==> src/rtl/ps2_token_decoder.sv <==
// rtl/ps2_token_decoder.sv - PS/2 keyboard frame receiver and calculator token decoder
//
// Purpose: synchronises and filters the PS/2 lines, receives 11-bit frames,
// handles E0/F0 prefixes and maps make codes onto calculator tokens.
//
// Ports:
//   clk           in   system clock, all registers on its rising edge
//   rst_n         in   asynchronous active-low reset
//   ps2_clk       in   PS/2 clock line (asynchronous)
//   ps2_data      in   PS/2 data line (asynchronous)
//   token         out  last digit (0-9) or operator (10-13) token
//   digit_strobe  out  one-cycle pulse, token holds a digit
//   op_strobe     out  one-cycle pulse, token holds an operator
//   enter_strobe  out  one-cycle pulse for Enter / '='
//   clear_strobe  out  one-cycle pulse for Backspace / Esc
//   frame_err     out  one-cycle pulse for start/parity/stop/timeout errors
module ps2_token_decoder #(
  parameter int FILTER_LEN = 8,
  parameter int TIMEOUT    = 50000
) (
  input  logic       clk,
  input  logic       rst_n,
  input  logic       ps2_clk,
  input  logic       ps2_data,
  output logic [3:0] token,
  output logic       digit_strobe,
  output logic       op_strobe,
  output logic       enter_strobe,
  output logic       clear_strobe,
  output logic       frame_err
);

  localparam int FCW = $clog2(FILTER_LEN + 1);
  localparam int TCW = $clog2(TIMEOUT + 1);

  localparam logic [1:0] S_IDLE   = 2'd0;
  localparam logic [1:0] S_DATA   = 2'd1;
  localparam logic [1:0] S_PARITY = 2'd2;
  localparam logic [1:0] S_STOP   = 2'd3;

  localparam logic [2:0] K_NONE  = 3'd0;
  localparam logic [2:0] K_DIGIT = 3'd1;
  localparam logic [2:0] K_OP    = 3'd2;
  localparam logic [2:0] K_ENTER = 3'd3;
  localparam logic [2:0] K_CLEAR = 3'd4;

  logic           clk_s1_q, clk_s2_q, dat_s1_q, dat_s2_q;
  logic           filt_q;
  logic [FCW-1:0] filt_cnt_q;
  logic [1:0]     state_q, state_d;
  logic [2:0]     bit_cnt_q, bit_cnt_d;
  logic [7:0]     shift_q, shift_d;
  logic           par_q, par_d;
  logic [TCW-1:0] idle_cnt_q, idle_cnt_d;
  logic           ext_q, ext_d, brk_q, brk_d;
  logic [3:0]     token_q, token_d;
  logic           dig_q, dig_d, op_q, op_d, ent_q, ent_d, clr_q, clr_d, err_q, err_d;

  logic           differ, flip, sample;
  logic [2:0]     map_kind;
  logic [3:0]     map_tok;

  // The filtered level flips on the FILTER_LEN-th consecutive differing
  // sample; a falling flip is the sample edge, seen in the same cycle.
  assign differ = (clk_s2_q != filt_q);
  assign flip   = differ && (filt_cnt_q == FCW'(FILTER_LEN - 1));
  assign sample = flip && filt_q;

  always_ff @(posedge clk or negedge rst_n) begin
    if (!rst_n) begin
      clk_s1_q   <= 1'b1;
      clk_s2_q   <= 1'b1;
      dat_s1_q   <= 1'b1;
      dat_s2_q   <= 1'b1;
      filt_q     <= 1'b1;
      filt_cnt_q <= '0;
    end else begin
      clk_s1_q <= ps2_clk;
      clk_s2_q <= clk_s1_q;
      dat_s1_q <= ps2_data;
      dat_s2_q <= dat_s1_q;
      if (!differ || flip) filt_cnt_q <= '0;
      else                 filt_cnt_q <= filt_cnt_q + 1'b1;
      if (flip) filt_q <= ~filt_q;
    end
  end

  always_comb begin
    map_kind = K_NONE;
    map_tok  = 4'd0;
    if (!ext_q) begin
      case (shift_q)
        8'h45, 8'h70: begin map_kind = K_DIGIT; map_tok = 4'd0; end
        8'h16, 8'h69: begin map_kind = K_DIGIT; map_tok = 4'd1; end
        8'h1E, 8'h72: begin map_kind = K_DIGIT; map_tok = 4'd2; end
        8'h26, 8'h7A: begin map_kind = K_DIGIT; map_tok = 4'd3; end
        8'h25, 8'h6B: begin map_kind = K_DIGIT; map_tok = 4'd4; end
        8'h2E, 8'h73: begin map_kind = K_DIGIT; map_tok = 4'd5; end
        8'h36, 8'h74: begin map_kind = K_DIGIT; map_tok = 4'd6; end
        8'h3D, 8'h6C: begin map_kind = K_DIGIT; map_tok = 4'd7; end
        8'h3E, 8'h75: begin map_kind = K_DIGIT; map_tok = 4'd8; end
        8'h46, 8'h7D: begin map_kind = K_DIGIT; map_tok = 4'd9; end
        8'h79:        begin map_kind = K_OP;    map_tok = 4'd10; end
        8'h7B:        begin map_kind = K_OP;    map_tok = 4'd11; end
        8'h7C:        begin map_kind = K_OP;    map_tok = 4'd12; end
        8'h5A, 8'h55: map_kind = K_ENTER;
        8'h66, 8'h76: map_kind = K_CLEAR;
        default:      map_kind = K_NONE;
      endcase
    end else begin
      case (shift_q)
        8'h4A:   begin map_kind = K_OP; map_tok = 4'd13; end
        8'h5A:   map_kind = K_ENTER;
        default: map_kind = K_NONE;
      endcase
    end
  end

  always_comb begin
    state_d    = state_q;
    bit_cnt_d  = bit_cnt_q;
    shift_d    = shift_q;
    par_d      = par_q;
    idle_cnt_d = idle_cnt_q;
    ext_d      = ext_q;
    brk_d      = brk_q;
    token_d    = token_q;
    dig_d      = 1'b0;
    op_d       = 1'b0;
    ent_d      = 1'b0;
    clr_d      = 1'b0;
    err_d      = 1'b0;

    case (state_q)
      S_IDLE: begin
        idle_cnt_d = '0;
        if (sample && !dat_s2_q) begin
          state_d   = S_DATA;
          bit_cnt_d = 3'd0;
        end
      end
      S_DATA: begin
        if (sample) begin
          shift_d   = {dat_s2_q, shift_q[7:1]};
          bit_cnt_d = bit_cnt_q + 3'd1;
          if (bit_cnt_q == 3'd7) state_d = S_PARITY;
        end
      end
      S_PARITY: begin
        if (sample) begin
          par_d   = dat_s2_q;
          state_d = S_STOP;
        end
      end
      default: begin
        if (sample) begin
          state_d = S_IDLE;
          if (dat_s2_q && (^{shift_q, par_q})) begin
            if (shift_q == 8'hE0) begin
              ext_d = 1'b1;
            end else if (shift_q == 8'hF0) begin
              brk_d = 1'b1;
            end else if (brk_q) begin
              ext_d = 1'b0;
              brk_d = 1'b0;
            end else begin
              ext_d = 1'b0;
              case (map_kind)
                K_DIGIT: begin dig_d = 1'b1; token_d = map_tok; end
                K_OP:    begin op_d  = 1'b1; token_d = map_tok; end
                K_ENTER: ent_d = 1'b1;
                K_CLEAR: clr_d = 1'b1;
                default: ;
              endcase
            end
          end else begin
            err_d = 1'b1;
          end
        end
      end
    endcase

    // Stall watchdog for partial frames; a coincident sample edge wins.
    if (state_q != S_IDLE) begin
      if (sample) begin
        idle_cnt_d = '0;
      end else if (idle_cnt_q == TCW'(TIMEOUT)) begin
        state_d    = S_IDLE;
        err_d      = 1'b1;
        idle_cnt_d = '0;
      end else begin
        idle_cnt_d = idle_cnt_q + 1'b1;
      end
    end
  end

  always_ff @(posedge clk or negedge rst_n) begin
    if (!rst_n) begin
      state_q    <= S_IDLE;
      bit_cnt_q  <= '0;
      shift_q    <= '0;
      par_q      <= 1'b0;
      idle_cnt_q <= '0;
      ext_q      <= 1'b0;
      brk_q      <= 1'b0;
      token_q    <= '0;
      dig_q      <= 1'b0;
      op_q       <= 1'b0;
      ent_q      <= 1'b0;
      clr_q      <= 1'b0;
      err_q      <= 1'b0;
    end else begin
      state_q    <= state_d;
      bit_cnt_q  <= bit_cnt_d;
      shift_q    <= shift_d;
      par_q      <= par_d;
      idle_cnt_q <= idle_cnt_d;
      ext_q      <= ext_d;
      brk_q      <= brk_d;
      token_q    <= token_d;
      dig_q      <= dig_d;
      op_q       <= op_d;
      ent_q      <= ent_d;
      clr_q      <= clr_d;
      err_q      <= err_d;
    end
  end

  assign token        = token_q;
  assign digit_strobe = dig_q;
  assign op_strobe    = op_q;
  assign enter_strobe = ent_q;
  assign clear_strobe = clr_q;
  assign frame_err    = err_q;

endmodule

==> config.mk <==
export PLATFORM = sky130hd
export DESIGN_NAME = ps2_token_decoder
export DESIGN_NICKNAME = d
export VERILOG_FILES = /design/src/rtl/ps2_token_decoder.sv
export SDC_FILE = /design/constraint.sdc
export NUM_CORES = 1
export LEC_CHECK = 0
export CORE_MARGIN = 3
export CORE_UTILIZATION = 55
export DETAILED_ROUTE_END_ITERATION = 7
export PLACE_DENSITY = 0.84
export SLEW_MARGIN = 10
export SYNTH_ARGS = -nofsm -noshare
export SYNTH_HDL_FRONTEND = slang
export SYNTH_SLANG_ARGS = --single-unit
==> constraint.sdc <==
create_clock -name clk -period 4.2 [get_ports clk]
set_input_delay 1.26 -clock clk [delete_from_list [all_inputs] [get_ports clk]]
set_output_delay 1.26 -clock clk [all_outputs]
set_load 0.05 [all_outputs]
==> results.toml <==
[status]
status = "complete, no violations"

[power_and_ir_drop]
clkPwrFrac = 0.330
p_sw_frac = 0.227
power_frac_comb = 0.061
p_leak_nw = 1.27
power_density_mw_per_mm2 = 278
p_total_uw = 851
p_int_uw = 658
switchingPower_uw = 193
p_seq_frac = 0.609
peakVddDrop_v = 0.000352

[worst_setup_path]
worstPathArrival_ns = 3.03
max_stage_delay_ns = 0.72
crit_type = "register to register"
cp_max_fo = 20
worstRegToRegCells = 7
crit_family = "XOR/XNOR gates"
timing.reg2reg.setup_slack_ns = 1.35
critPathLaunchType = "register"
cp-end-kind = "register"
required_ns = 4.38
path_cells = "xnor2_2, xnor3_1, xnor2_2, o311ai_1, or3_4, a31oi_4, mux2_2"
cp.depth = 7
cpMostUsedCell = "xnor2_2"
worst-path-buf-inv = 0
crit_slowest_cell = "dfrtp_1"

[sta]
skew_ns = 0.00410
fmax_ghz = 0.351
timing.final.crit_share = 0.678
tns_ns = 0
finalSetupViolCount = 0
finalHoldViolations = 0
fin_ws_ns = 1.35
min_period_ns = 2.85
whs_ns = 0.359
drv_slew = 0
worst_pin_slew_ns = 1.09
slew_headroom = 0.268
rsz0062_at_grt = "no"

[logic_synthesis]
syn_inst = 294
post-synth-top-area-fraction = 0.397
synth-simple-area-share = 0.265
synth_top_area_cell = "dfrtp_1"
ys.flop_type = "dfrtp_1"
yosysUniqueCellTypes = 52
synth_fp_nets = 303
synth_xor_area_frac = 0.0843
yosysSeqAreaShare = 0.444
syn-mean-instance-area_um2 = 9.64
synth_fa_ha_area_frac = 0.0221
yosys-mux-area-fraction = 0.0517
syn_area_mm2 = 0.00283
ys_ff_latch = 50
async_flop_share = 1.00
synth_top_family_by_area = "simple AND/OR/NAND/NOR gates"
synth_compound_area_frac = 0.0985
synth_edf_count = 0
ys_warn_count = 0
yosys-top-cells-area = "dfrtp_1 40%, mux2_2 5.2%, nor2_1 4.8%"

[global_route]
grt_pass1_vias = 2070
antenna_found_initial = 0
grt_max_degree = 51
grt_usage = 0.187
grt_pass1_wl_mm = 9.15
grt-ovfl-total = 0

[detailed_routing]
routed_wl_mm = 5.20
drtIter0Drc = 179
viasPerCell = 5.92
wl_per_cell_um = 14.3
ant_nets = 0
via_count = 2155
drc_errors = 0
first_pass_iters = 4

[place]
portBuffers = 12
place_hpwl_mm = 3.63
gp_congestion = 0.829
dpl_worst_slack_ns = 1.40
dpl_cell_area_mm2 = 0.00296

[layout]
areaGrowthSynthToFinish_pct = 7.95
fill_cells = 375
diodes = 0
seq_area_mm2 = 0.00126
drive_above_1_share = 0.121
post-route-cell-area_mm2 = 0.00306
layout.nets = 305
multi_input_area_mm2 = 0.00148

[clock_network]
cts.path.max_buffers = 2
path_clk_slew_ns = 0.09
cts_htree_levels = 2
cts_setup_buffers = 0
hold_buffers = 0
post_cts_resized = 0
cts-root-buf = "clkbuf_8"
cts_sinks = 50
cts_tree = "done"
cts_buffers = 5
insertion_delay_ns = 0.29

[floorplan]
coreArea_mm2 = 0.00485
initial_core_util = 0.585
fp.dieW_um = 77.8
io_pins = 13
row_count = 25
die_area_mm2 = 0.00605
die_y_um = 77.8

[flow_run]
maxCapViolCount = 0

[min_path]
hold_depth = 0
hold_class = "register to register"
## synthesized netlist by cell type (2+ instances only)
cell type / number
dfrtp_1: 45
or3_1: 3
o21ai_0: 17
ha_1: 5
buf_2: 4
clkbuf_1: 13
nor2_1: 36
nor3b_1: 2
nor4bb_1: 2
o21a_1: 2
nand4b_1: 3
dfstp_2: 5
nand3b_1: 4
xnor2_2: 2
nor4_1: 6
and3_1: 5
nor4b_1: 2
o31ai_1: 3
nand4_1: 5
nor2b_1: 6
nand2b_1: 7
a21oi_1: 4
and4_1: 2
xor2_1: 11
a22o_1: 2
o211a_1: 3
nand3_1: 11
inv_1: 8
nor3_1: 4
and2_1: 5
mux2_2: 13
nand2_1: 24
xnor2_1: 10
or4_1: 2
## sequential cells by signal, indices dropped and copies added (netlist names), 2 cells and up
register    flops
shift_q         8
state_q         2
bit_cnt_q       3
token           4
filt_cnt_q      4
idle_cnt_q     16
## layout make-up
class / count / share of cell area
well taps: 67 / 0.0274
inverters: 8 / 0.00982
multi-input cells: 219 / 0.483
clock inverters: 2 / 0.00409
repair buffers: 12 / 0.0376
flip-flops and latches: 50 / 0.411
clock buffers: 6 / 0.0270
## cells in the final DEF (no fill, tap or decap), drive strengths merged, types with 4 or more instances in the layout
cell type	instances
xnor2	12
nand3	11
xor2	11
nor2	36
nand3b	4
o21ai	18
nand2	24
clkdlybuf4s50	11
clkbuf	6
mux2	13
inv	8
nor4	6
or3	4
dfstp	5
and3	5
ha	5
nand2b	7
a21oi	4
nand4	5
nor2b	6
and2	5
nor3	4
dfrtp	45
## kinds of logic after synthesis
family	Yosys count
xor+xnor	24
simple gates	137
fa+ha+maj	5
flops	50
compound gates	40
buf+inv	25
mux	13
## power groups by stage
stage	logic (mW)	registers (mW)	clock network (mW)
2_1_floorplan	0.0349	0.525	0
3_3_place_gp	0.0499	0.527	0
3_5_place_dp	0.0538	0.528	0
4_1_cts	0.0539	0.519	0.290
5_1_grt	0.0612	0.522	0.313
6_report	0.0518	0.519	0.281
## worst paths after layout
| path | from | endpoint |
|---|---|---|
| max | shift_q[4] | token[3] |
| min | dat_s1_q | dat_s2_q |
| max reg2reg | shift_q[4] | token[3] |
| min reg2reg | dat_s1_q | dat_s2_q |
| max in group asynchronous | rst_n | op_strobe |
| min in group asynchronous | rst_n | idle_cnt_q[2] |
## layer usage
layer	routed length (um)	share of wire	up-vias	track usage
met5	0	0	-	0
met4	187	0.036	0	0.103
met3	215	0.041	18	0.0336
met2	2510	0.48	66	0.313
met1	2290	0.44	1034	0.228
li1	-	-	1037	-
## per-stage QoR
stage               utilization  std cells
finish                    0.631        364
global route              0.631        364
CTS                       0.631        364
detailed placement        0.611        356
global placement          0.611        356
floorplan                     -        294
No activity file was read; power rests on OpenSTA's default activity.
